$ cat config.mk
export PLATFORM = sky130hd
export DESIGN_NAME = if_fetch_unit_flat
export DESIGN_NICKNAME = d
export VERILOG_FILES = /design/src/rtl/if_fetch_unit_if.sv /design/src/rtl/if_fetch_unit.sv /design/src/flat_wrapper.sv
export SDC_FILE = /design/constraint.sdc
export NUM_CORES = 1
export LEC_CHECK = 0
export CORE_ASPECT_RATIO = 0.9
export CORE_MARGIN = 2
export CORE_UTILIZATION = 47
export CTS_BUF_LIST = sky130_fd_sc_hd__clkbuf_4
export CTS_CLUSTER_DIAMETER = 200
export DETAILED_ROUTE_END_ITERATION = 7
export GPL_TIMING_DRIVEN = 0
export PLACE_DENSITY = 0.78
export SKIP_LAST_GASP = 1
export SLEW_MARGIN = 20
export SYNTH_ARGS = -nofsm -noshare
export SYNTH_HDL_FRONTEND = slang
export SYNTH_SLANG_ARGS = --single-unit
$ cat constraint.sdc
create_clock -name clk -period 7.9 [get_ports clk]
set_input_delay 1.58 -clock clk [delete_from_list [all_inputs] [get_ports clk]]
set_output_delay 1.58 -clock clk [all_outputs]
set_load 0.01 [all_outputs]
$ cat src/rtl/if_fetch_unit_if.sv
// Fetch-unit bus bundle: instruction ROM port, downstream control, and decode handoff.
// Pure wiring: no state, no latency of its own.
// Backpressure is carried by id_ready_i; stall/redirect arrive from pipeline control.
interface if_fetch_unit_if #(
  parameter int ADDR_W = 32,
  parameter int INST_W = 64
);
  // instruction ROM port
  logic              rom_ce_o;
  logic [ADDR_W-1:0] rom_addr_o;
  logic [INST_W-1:0] rom_inst_i;

  // pipeline control
  logic              stall_i;
  logic              redirect_i;
  logic [ADDR_W-1:0] redirect_pc_i;

  // decode handoff
  logic              id_valid_o;
  logic              id_ready_i;
  logic [ADDR_W-1:0] id_pc_o;
  logic [INST_W-1:0] id_inst_o;

  // the fetch unit side
  modport master (
    output rom_ce_o,
    output rom_addr_o,
    input  rom_inst_i,
    input  stall_i,
    input  redirect_i,
    input  redirect_pc_i,
    output id_valid_o,
    input  id_ready_i,
    output id_pc_o,
    output id_inst_o
  );

  // the ROM / control / decode side
  modport slave (
    input  rom_ce_o,
    input  rom_addr_o,
    output rom_inst_i,
    output stall_i,
    output redirect_i,
    output redirect_pc_i,
    input  id_valid_o,
    output id_ready_i,
    input  id_pc_o,
    input  id_inst_o
  );
endinterface

$ cat src/rtl/if_fetch_unit.sv
// Instruction fetch: owns the PC, reads the combinational ROM, queues {pc, inst} for decode.
// Latency: first ROM read one cycle after reset release; queued entry visible one edge later.
// Backpressure: full FIFO stops fetching unless decode pops the same cycle; stall freezes PC.
module if_fetch_unit #(
  parameter int                ADDR_W   = 32,
  parameter int                INST_W   = 64,
  parameter logic [ADDR_W-1:0] RESET_PC = '0,
  parameter int                DEPTH    = 2
) (
  input  logic            clk,
  input  logic            rst,
  if_fetch_unit_if.master fb
);

  localparam int PTR_W = (DEPTH > 1) ? $clog2(DEPTH) : 1;
  localparam int CNT_W = PTR_W + 1;

  localparam logic [0:0] ST_IDLE  = 1'b0;
  localparam logic [0:0] ST_FETCH = 1'b1;

  localparam logic [ADDR_W-1:0] PC_STEP    = ADDR_W'(INST_W / 8);
  localparam logic [ADDR_W-1:0] ALIGN_MASK = ~ADDR_W'(7);
  localparam logic [CNT_W-1:0]  CNT_FULL   = CNT_W'(DEPTH);
  localparam logic [PTR_W-1:0]  PTR_ONE    = PTR_W'(1);

  logic [0:0]        state;
  logic [ADDR_W-1:0] pc;

  logic [ADDR_W-1:0] pc_mem   [DEPTH];
  logic [INST_W-1:0] inst_mem [DEPTH];

  logic [PTR_W-1:0]  wr_ptr;
  logic [PTR_W-1:0]  rd_ptr;
  logic [CNT_W-1:0]  count;

  logic              full;
  logic              empty;
  logic              push;
  logic              pop;
  logic              fetch_ok;
  logic [PTR_W-1:0]  head_idx;
  logic [ADDR_W-1:0] redirect_pc_aligned;

  assign full  = (count == CNT_FULL);
  assign empty = (count == '0);

  // fetching is allowed only when running and nothing from control blocks it
  assign fetch_ok = (state == ST_FETCH) && !fb.stall_i && !fb.redirect_i;

  assign pop  = fb.id_valid_o && fb.id_ready_i;
  assign push = fetch_ok && (!full || pop);

  assign redirect_pc_aligned = fb.redirect_pc_i & ALIGN_MASK;

  // when empty, show the slot just behind rd_ptr so the last delivered entry stays on the bus
  assign head_idx = empty ? (rd_ptr - PTR_ONE) : rd_ptr;

  assign fb.rom_ce_o   = push;
  assign fb.rom_addr_o = pc;
  assign fb.id_valid_o = !empty;
  assign fb.id_pc_o    = pc_mem[head_idx];
  assign fb.id_inst_o  = inst_mem[head_idx];

  // IDLE for exactly one edge after reset, then FETCH until the next reset
  always_ff @(posedge clk or posedge rst) begin
    if (rst) begin
      state <= ST_IDLE;
    end else if (state == ST_IDLE) begin
      state <= ST_FETCH;
    end
  end

  // PC: redirect reloads an 8-byte-aligned target, otherwise step past each fetched word
  always_ff @(posedge clk or posedge rst) begin
    if (rst) begin
      pc <= RESET_PC;
    end else if (fb.redirect_i) begin
      pc <= redirect_pc_aligned;
    end else if (push) begin
      pc <= pc + PC_STEP;
    end
  end

  // FIFO bookkeeping: flush on redirect, otherwise independent push and pop
  always_ff @(posedge clk or posedge rst) begin
    if (rst) begin
      wr_ptr <= '0;
      rd_ptr <= '0;
      count  <= '0;
    end else if (fb.redirect_i) begin
      // step past the head so the value on the bus stays put while empty
      count <= '0;
      if (!empty) begin
        rd_ptr <= rd_ptr + PTR_ONE;
        wr_ptr <= rd_ptr + PTR_ONE;
      end else begin
        wr_ptr <= rd_ptr;
      end
    end else begin
      if (push) begin
        wr_ptr <= wr_ptr + PTR_ONE;
      end
      if (pop) begin
        rd_ptr <= rd_ptr + PTR_ONE;
      end
      case ({push, pop})
        2'b10:   count <= count + CNT_W'(1);
        2'b01:   count <= count - CNT_W'(1);
        default: count <= count;
      endcase
    end
  end

  // FIFO storage: cleared on reset so decode sees zeros, written with the ROM word on push
  always_ff @(posedge clk or posedge rst) begin
    if (rst) begin
      for (int i = 0; i < DEPTH; i++) begin
        pc_mem[i]   <= '0;
        inst_mem[i] <= '0;
      end
    end else if (push) begin
      pc_mem[wr_ptr]   <= pc;
      inst_mem[wr_ptr] <= fb.rom_inst_i;
    end
  end

endmodule

$ cat src/flat_wrapper.sv
// flat-port wrapper written by rule: the top's interface ports become plain ports
module if_fetch_unit_flat 
#(
  parameter int                ADDR_W   = 32,
  parameter int                INST_W   = 64,
  parameter logic [ADDR_W-1:0] RESET_PC = '0,
  parameter int                DEPTH    = 2
)
  (clk, rst, fb_rom_ce_o, fb_rom_addr_o, fb_rom_inst_i, fb_stall_i, fb_redirect_i, fb_redirect_pc_i, fb_id_valid_o, fb_id_ready_i, fb_id_pc_o, fb_id_inst_o);
  if_fetch_unit_if #(.ADDR_W(ADDR_W), .INST_W(INST_W)) fb_i ();
  input  logic clk;
  input  logic rst;
  output wire logic [$bits(fb_i.rom_ce_o)-1:0] fb_rom_ce_o;
  output wire logic [$bits(fb_i.rom_addr_o)-1:0] fb_rom_addr_o;
  input wire logic [$bits(fb_i.rom_inst_i)-1:0] fb_rom_inst_i;
  input wire logic [$bits(fb_i.stall_i)-1:0] fb_stall_i;
  input wire logic [$bits(fb_i.redirect_i)-1:0] fb_redirect_i;
  input wire logic [$bits(fb_i.redirect_pc_i)-1:0] fb_redirect_pc_i;
  output wire logic [$bits(fb_i.id_valid_o)-1:0] fb_id_valid_o;
  input wire logic [$bits(fb_i.id_ready_i)-1:0] fb_id_ready_i;
  output wire logic [$bits(fb_i.id_pc_o)-1:0] fb_id_pc_o;
  output wire logic [$bits(fb_i.id_inst_o)-1:0] fb_id_inst_o;
  assign fb_rom_ce_o = fb_i.rom_ce_o;
  assign fb_rom_addr_o = fb_i.rom_addr_o;
  assign fb_i.rom_inst_i = fb_rom_inst_i;
  assign fb_i.stall_i = fb_stall_i;
  assign fb_i.redirect_i = fb_redirect_i;
  assign fb_i.redirect_pc_i = fb_redirect_pc_i;
  assign fb_id_valid_o = fb_i.id_valid_o;
  assign fb_i.id_ready_i = fb_id_ready_i;
  assign fb_id_pc_o = fb_i.id_pc_o;
  assign fb_id_inst_o = fb_i.id_inst_o;
  if_fetch_unit #(.ADDR_W(ADDR_W), .INST_W(INST_W), .RESET_PC(RESET_PC), .DEPTH(DEPTH)) u_core (.clk(clk), .rst(rst), .fb(fb_i));
endmodule
# --- After elaboration in Yosys (flattened, before gate mapping) ---
# Cells that the tools add are included.
op_classes:
  n_eq_ne: 3
  bitwise: 2
  muxes: 22
  addsub: 6
  order_cmp: 3
  reduce_logical: 14
op_table:
  columns: ["op", "count"]
  rows:
  - ["$mux 64", 4]
  - ["$mux 32", 6]
  - ["$bwmux 128", 1]
  - ["$bwmux 64", 1]
  - ["$demux 64 s1", 1]
  - ["$add 32x4->32 const B", 1]
  - ["$demux 32 s1", 1]
  - ["$mux 1", 6]
  - ["$logic_and 1x1->1", 5]
  - ["$eq 2x2->1 const B", 2]
  - ["$ge 2x2->1 const B", 2]
  - ["$logic_not 1->1", 4]
  - ["$not 1->2", 2]
  - ["$pmux 2 s2", 1]
  - ["$reduce_bool 2->1", 2]
  - ["$reduce_bool 3->1", 1]
  - ["$add 1x1->1 const B", 2]
  - ["$add 2x1->2 const B", 1]
  - ["$eq 2x1->1 const B", 1]
  - ["$logic_not 2->1", 1]
  - ["$lt 2x1->1 const B", 1]
  - ["$mux 2", 1]
  - ["$sub 2x1->2 const B", 1]
  - ["$logic_or 1x1->1", 1]
  - ["$sub 1x1->1 const B", 1]
word_totals:
  output_inout_bits: 130
  word_cells: 59
  in_bits: 101
  register_bits: 229

# --- Depth between registers and ports, before layout ---
# Gate-level depths: netlist of run 1.
logic_depth:
  word_depth: 8
  mapped_depth: 8
  ltp_nobuf: 5

# --- Least setup slack after synthesis of run 1 ---
# No wires, ideal clock.
synth_path:
  kind: "input to output"
  startpoint: "in fb_id_ready_i"
  endpoint: "out fb_rom_ce_o"
  path_buffers: 1
  path_stages: 4
  t_arrival_ns: 2.299
  path_slack_ns: 4.021
  t_required_ns: 6.320
  path_cell_list: "or3b_1 > buf_4 > nand2_1 > nor2_1"
synth_via:
  elab_chain_len: 3
synth_rtl:
  columns: ["element", "line", "text"]
  rows:
  - ["start: declaration", "flat_wrapper.sv:20", "input wire logic [$bits(fb_i.id_ready_i)-1:0] fb_id_ready_i;"]
  - ["$logic_and 1x1->1", "if_fetch_unit.sv:50", "assign pop = fb.id_valid_o && fb.id_ready_i;"]
  - ["$logic_or 1x1->1", "if_fetch_unit.sv:51", "assign push = fetch_ok && (!full || pop);"]
  - ["$logic_and 1x1->1", "if_fetch_unit.sv:51", null]
  - ["end: declaration", "flat_wrapper.sv:13", "output wire logic [$bits(fb_i.rom_ce_o)-1:0] fb_rom_ce_o;"]
# No other way between the ends.

# --- Worst setup path in the final report of run 1 ---
layout_path:
  startpoint: "reg u_core.count[0]"
  endpoint: "out fb_id_pc_o[3]"
layout_via:
  elab_chain_len: 6
layout_rtl:
  columns: ["element", "line", "text"]
  rows:
  - ["start: declaration", "if_fetch_unit.sv:34", "logic [CNT_W-1:0] count;"]
  - ["start signal: assignment", "if_fetch_unit.sv:107", "2'b10: count <= count + CNT_W'(1);"]
  - ["start signal: assignment", "if_fetch_unit.sv:108", "2'b01: count <= count - CNT_W'(1);"]
  - ["start signal: assignment", "if_fetch_unit.sv:109", "default: count <= count;"]
  - ["$logic_not 2->1", "if_fetch_unit.sv:45", "assign empty = (count == '0);"]
  - ["$mux 1", "if_fetch_unit.sv:56", "assign head_idx = empty ? (rd_ptr - PTR_ONE) : rd_ptr;"]
  - ["$not 1->2 (not written as such)", "if_fetch_unit.sv:61", "assign fb.id_pc_o = pc_mem[head_idx];"]
  - ["$mux 32 (not written as such) (3 in a row)", "if_fetch_unit.sv:61", null]
  - ["end: declaration", "flat_wrapper.sv:21", "output wire logic [$bits(fb_i.id_pc_o)-1:0] fb_id_pc_o;"]
# No other way between the ends. The select of a mux whose other input is x is not followed.

==> results of run 1 <==
-- through the flow --
stage                     setup slack [ns]  utilization [%]  total power, W  hold WS (ns)  cells
after floorplan                      0.299                -         0.00322         0.467    749
after global placement               -2.63             59.9         0.00429         0.481   1261
after detailed placement              2.70             60.2         0.00433         0.489   1263
after CTS                             2.31             63.4         0.00532         0.497   1361
after global routing                  2.18             63.4         0.00558         0.516   1362
final                                 2.56             63.4         0.00525         0.493   1362
-- flip-flops by register name, indices dropped and copies added, names as in the netlist --
register              cells
u_core.wr_ptr             1
u_core.inst_mem         128
u_core.fb.rom_addr_o     29
u_core.state              1
u_core.rd_ptr             1
u_core.count              2
u_core.pc_mem            58
-- final cells by class --
| type | instances | area [sq um] | area share [%] |
|---|---|---|---|
| Inverter | 6 | 30.0 | 0.219 |
| Antenna cell | 1 | 2.50 | 0.0182 |
| Clock inverter | 12 | 46.3 | 0.338 |
| Multi-Input combinational cell | 470 | 4540 | 33.1 |
| Sequential cell | 220 | 5510 | 40.1 |
| Buffer | 53 | 312 | 2.27 |
| Clock buffer | 86 | 646 | 4.71 |
| Timing Repair Buffer | 223 | 2270 | 16.5 |
| Tap cell | 291 | 364 | 2.65 |
-- worst paths after layout --
check / startpoint / endpoint / slack (ns) / cells past startpoint
min reg2reg: u_core.rd_ptr / u_core.rd_ptr / 0.49 / 1
max in group asynchronous: rst / u_core.inst_mem[109] / 5.83 / 3
max: u_core.count[0] / fb_id_pc_o[3] / 2.56 / 6
max reg2reg: u_core.state / u_core.pc_mem[40] / 5.26 / 6
min: u_core.rd_ptr / u_core.rd_ptr / 0.49 / 1
min in group asynchronous: rst / u_core.inst_mem[7] / 1.29 / 2
-- logic make-up (layout without fill, tap and decap cells) --
kind of cell    after synthesis  in the layout
mux                         280            280
simple gates                117            117
compound gates               55             55
xor+xnor                     10             10
flops                       220            220
fa+ha+maj                     1              1
buf+inv                      59            380
other cells                   2              8
-- worst reg2reg max path: cells and delay by family (launching register included) --
kind / cells / cell delay [ns]
buffers and inverters: 2 / 0.70
flip-flops: 1 / 0.34
multiplexers: 1 / 0.37
AND/OR/NAND/NOR: 3 / 1.06
-- layout by cell type (no fill, tap or decap), types with 2 or more instances in the layout --
cell and n:
or2_2 4, nor2_1 19, o31ai_1 12, mux2_4 70
nor2b_1 3, buf_2 14, and2_1 3, inv_1 5
buf_16 2, clkinv_1 10, nand2_1 26, a21oi_1 2
conb_1 7, xor2_1 5, nor3_1 2, nand3_1 15
clkbuf_4 86, mux2_2 209, nand4_1 16, dfrtp_1 220
and4_1 6, o21ai_0 17, o211ai_1 3, xnor2_1 5
or4_1 15, or3_1 2, o311ai_0 6, clkdlybuf4s50_1 221
a31oi_1 14, buf_4 7, buf_6 9, clkbuf_1 22
-- metal layers --
metal  share of wire [%]  vias up  wire, um
met2                  45      238     11200
li1                    -     3313         -
met1                  46     3585     11500
met5                   0        -         0
met4                 2.1        0       524
met3                 6.5       46      1630
-- where the power goes --
group / switching (W) / internal, W / total, W / leakage (nW)
sequential: 0.000267 / 0.00163 / 0.00190 / 2.62
combinational: 0.000862 / 0.00155 / 0.00241 / 2.72
clock: 0.000450 / 0.000492 / 0.000942 / 0.420
total: 0.00158 / 0.00367 / 0.00525 / 5.76
==> impl_metrics.toml, run 1 <==
[sta]
slew_violations = 0
setup_viol = 0
hold_violations = 0
rsz0062_at_grt = "no"
fmax_mhz = 187
fin_skew_ns = 0.0490
slew_headroom_pct = 52.5
finalSetupTns_ns = 0
tightest_slew_ns = 0.712
fin_crit_sh_pct = 67.6
min_period_ns = 5.34

[cts]
cts_root_buffer = "clkbuf_4"
clock_sinks = 220
numCtsBuffers = 59
postCtsSetupBuffers = 0
htreeDepth = 2
clock_path_buffers = 3
clk_pin_slew_worst_paths_ns = 0.06
cts_tree = "built"
cts_hold_buf = 0
post_cts_resized = 0
clk-insertion-delay-late_ns = 0.67

[floorplanning]
fp-row-count = 51
start_util_pct = 47.9
dieArea_sq_mm = 0.0233
dieHeight_um = 145
core-area_sq_mm = 0.0216
io_pins = 231
dieWidth_um = 161

[layout]
drive_above_1_share_pct = 38.0
syn_to_final_growth_pct = 32.3
fill_cells = 1695
nets = 1135
final_area_sq_mm = 0.0137

[logic_synthesis]
synth-xor-area-share_pct = 0.845
ys_ff_latch = 220
synth_top_area_share_pct = 53.1
ys_seq_area_share_pct = 53.1
synth_top_family_by_area = "multiplexers"
avgSynthCellArea_sq_um = 13.9
synth.most_common_cell = "dfrtp_1"
synth_edf_count = 0
synth-simple-area-share_pct = 6.23
ys_warn_count = 0
post-synth-top-area-cell = "dfrtp_1"
netlist_instances = 744
synthArstFlopShare_pct = 100
synthMuxAreaShare_pct = 33.0
synth_ff_type = "dfrtp_1"
synth_area_sq_mm = 0.0104
synthAdderAreaFrac_pct = 0.121
synth.distinct_cells = 38
ys_top_cells_by_count = "dfrtp_1 (220), mux2_2 (209), mux2_4 (70)"
synthTopCellsByArea = "dfrtp_1 (53%), mux2_2 (23%), mux2_4 (10%)"
synth_compound_area_share_pct = 3.43

[global_routing]
busiest_layer = "met2"
grt_pass1_wl_mm = 39.9
grtUsageMet2_pct = 32.7
grtUsageMet3_pct = 5.87
use_met1_pct = 30.1
grt_max_degree = 100
grt_pass1_vias = 7489
grtUsageTotal_pct = 21.5
antenna_found_initial = 1
grt-ovfl-total = 0

[worst_hold_path]
hold_path_class = "reg -> reg"

[critical_path]
criticalPathCategory = "reg -> out"
path_buf_inv = 3
cp-start-kind = "flip-flop"
critical_path.top_delay_family = "buffers and inverters"
crit_chain = "nor2_1 -> xnor2_1 -> clkbuf_1 -> clkbuf_1 -> mux2_2 -> clkdlybuf4s50_1"
crit_path_end_kind = "output pin"
arrival_ns = 3.76
cp_data_required_time_ns = 6.32
critPathMaxFanout = 10
path_common_cell = "clkbuf_1"
slowest_delay_ns = 0.60
cpMaxStageDelayCell = "clkbuf_1"

[routing]
dr_total_vias = 7182
drtPass1Iterations = 4
antenna_left = 0
finalWirelength_mm = 24.9
vias_per_cell = 5.27
drc = 0
wl_per_cell_um = 18.3
dr.first_iter.drc_count = 361

[flow_run]
cap_violations = 0

[placed_design]
dp_hpwl_mm = 17.1
dpl_cell_area_sq_mm = 0.0130
place.gp.congestion = 0.857
portBuffers = 221

[power_and_ir_drop]
ir_worst_vdd_v = 0.000208
p_leak_nw = 5.76
powerDensity_mw_per_mm2 = 383

[outcome]
outcome = "completed"
(Power assumes the default switching activity.)
==> run 2: changes to the inputs <==
- CORE_UTILIZATION: 47 -> 53
- PLACE_DENSITY: 0.78 -> 0.83
- clock period: 7.9 -> 5.4 ns (I/O delays scaled with it)
==> impl_metrics.toml, run 2 (same netlist as run 1, synthesis figures left out) <==
[critical_path]
crit_path_end_kind = "output pin"
cpMaxStageDelayCell = "clkbuf_1"
worstRegToRegCells = 6
path_common_cell = "clkbuf_1"
cp-start-kind = "flip-flop"
criticalPathCategory = "reg -> out"
rr_endpoint = "u_core.inst_mem[77]"
path_buf_inv = 3
cp_data_required_time_ns = 4.32
critPathMaxFanout = 10
critPathCapture = "fb_id_pc_o[3]"
crit_start = "u_core.count[1]"
crit_chain = "nor2_1 -> xnor2_1 -> clkbuf_1 -> clkbuf_1 -> mux2_2 -> clkdlybuf4s50_1"
critical_path.top_delay_family = "buffers and inverters"
cp.depth = 6
slowest_delay_ns = 0.64
r2r-start = "u_core.state"
arrival_ns = 3.67
r2r_slack_ns = 2.91

[global_routing]
grt_pass1_wl_mm = 40.0
grt_max_degree = 34
grt_pass1_vias = 7676
grt-ovfl-total = 0
grtUsageTotal_pct = 24.5
antenna_found_initial = 1

[layout]
final_common_cell = "clkdlybuf4s50_1"
largest_register_ffs = 128
mostFrequentLayoutCells = "clkdlybuf4s50_1 (221), dfrtp_1 (220), mux2_2 (209)"
nets = 1138
syn_to_final_growth_pct = 32.8
drive_above_1_share_pct = 38.2
final_cell_count_no_fill = 1331
final_area_sq_mm = 0.0138
fill_cells = 1367
post-route-util_pct = 71.8
regMostFlops = "u_core.inst_mem"

[sta]
slew_violations = 0
fin_crit_sh_pct = 87.9
slew_headroom_pct = 49.5
rsz0062_at_grt = "no"
setup_viol = 0
hold_violations = 0
whs_ns = 0.493
min_period_ns = 4.75
fin_skew_ns = 0.0198
tightest_slew_ns = 0.758
fmax_mhz = 211

[floorplanning]
fp-row-count = 48
start_util_pct = 54.1
dieHeight_um = 137
io_pins = 231
dieArea_sq_mm = 0.0207
dieWidth_um = 151
core-area_sq_mm = 0.0192

[cts]
htreeDepth = 2
clock_sinks = 220
clk-insertion-delay-late_ns = 0.64
postCtsSetupBuffers = 0
clock_path_buffers = 3
cts_root_buffer = "clkbuf_4"
numCtsBuffers = 57
post_cts_resized = 0
cts_hold_buf = 0
clk_pin_slew_worst_paths_ns = 0.06
cts_tree = "built"

[placed_design]
dpl_cell_area_sq_mm = 0.0131
place.gp.congestion = 0.885
dp.cells = 1227
portBuffers = 221
dp_hpwl_mm = 17.6

[routing]
drc = 0
finalWirelength_mm = 25.2
vias_per_cell = 5.46
antenna_left = 0
drtPass1Iterations = 5
dr.first_iter.drc_count = 358
dr_total_vias = 7266
wl_per_cell_um = 18.9

[flow_run]
cap_violations = 0

[power_and_ir_drop]
ir_worst_vdd_v = 0.000323
powerDensity_mw_per_mm2 = 561
p_leak_nw = 5.80

[outcome]
outcome = "completed"

[worst_hold_path]
hold_path_class = "reg -> reg"
## run 2: per-stage QoR
stage	power, W	worst slack (ns)	TNS (ns)
after floorplan	0.00471	1.45	0
after global placement	0.00626	-0.193	-37.64
after detailed placement	0.00636	1.15	0
after CTS	0.00781	0.528	0
after global routing	0.00818	0.431	0
final	0.00771	0.653	0
## run 2: how the worst min path moves through the flow
stage                         from  slack [ns]  depth (start not counted)             endpoint
2_1_floorplan        u_core.rd_ptr        0.47                          1        u_core.rd_ptr
3_3_place_gp         u_core.rd_ptr        0.48                          1        u_core.rd_ptr
3_5_place_dp         u_core.rd_ptr        0.49                          1        u_core.rd_ptr
4_1_cts              u_core.rd_ptr        0.49                          1        u_core.rd_ptr
5_1_grt        u_core.inst_mem[43]        0.51                          1  u_core.inst_mem[43]
6_report             u_core.rd_ptr        0.49                          1        u_core.rd_ptr
## run 2: cell type report
type                            instances  area (sq um)  share of cell area, %
Antenna cell                            1          2.50                 0.0182
Inverter                                6          26.3                  0.191
Buffer                                 53           312                   2.26
Sequential cell                       220          5510                   40.0
Tap cell                              250           313                   2.27
Timing Repair Buffer                  228          2350                   17.1
Clock inverter                         19          76.3                  0.555
Clock buffer                           84           631                   4.58
Multi-Input combinational cell        470          4540                   33.0
## run 2: worst reg2reg max path: stages, from the launching register on
cell,delay (ns)
dfrtp_1,0.35
nor2b_1,0.38
nand2_1,0.27
nor3_1,0.32
buf_2,0.35
buf_2,0.33
mux2_2,0.37
## run 2: routing by layer
layer	up-vias	part of all wire, %	GRT usage (%)
met5	-	0	0
met4	0	2.9	9.55
met3	55	7.5	6.47
met2	276	46	37.4
met1	3601	44	33.6
li1	3334	-	-
## run 2: power by group
| group | leakage (nW) | total, W | internal (W) | switching [W] |
|---|---|---|---|---|
| clock network | 0.428 | 0.00139 | 0.000712 | 0.000676 |
| registers | 2.62 | 0.00278 | 0.00238 | 0.000396 |
| logic | 2.75 | 0.00355 | 0.00228 | 0.00127 |
| total | 5.80 | 0.00771 | 0.00537 | 0.00234 |
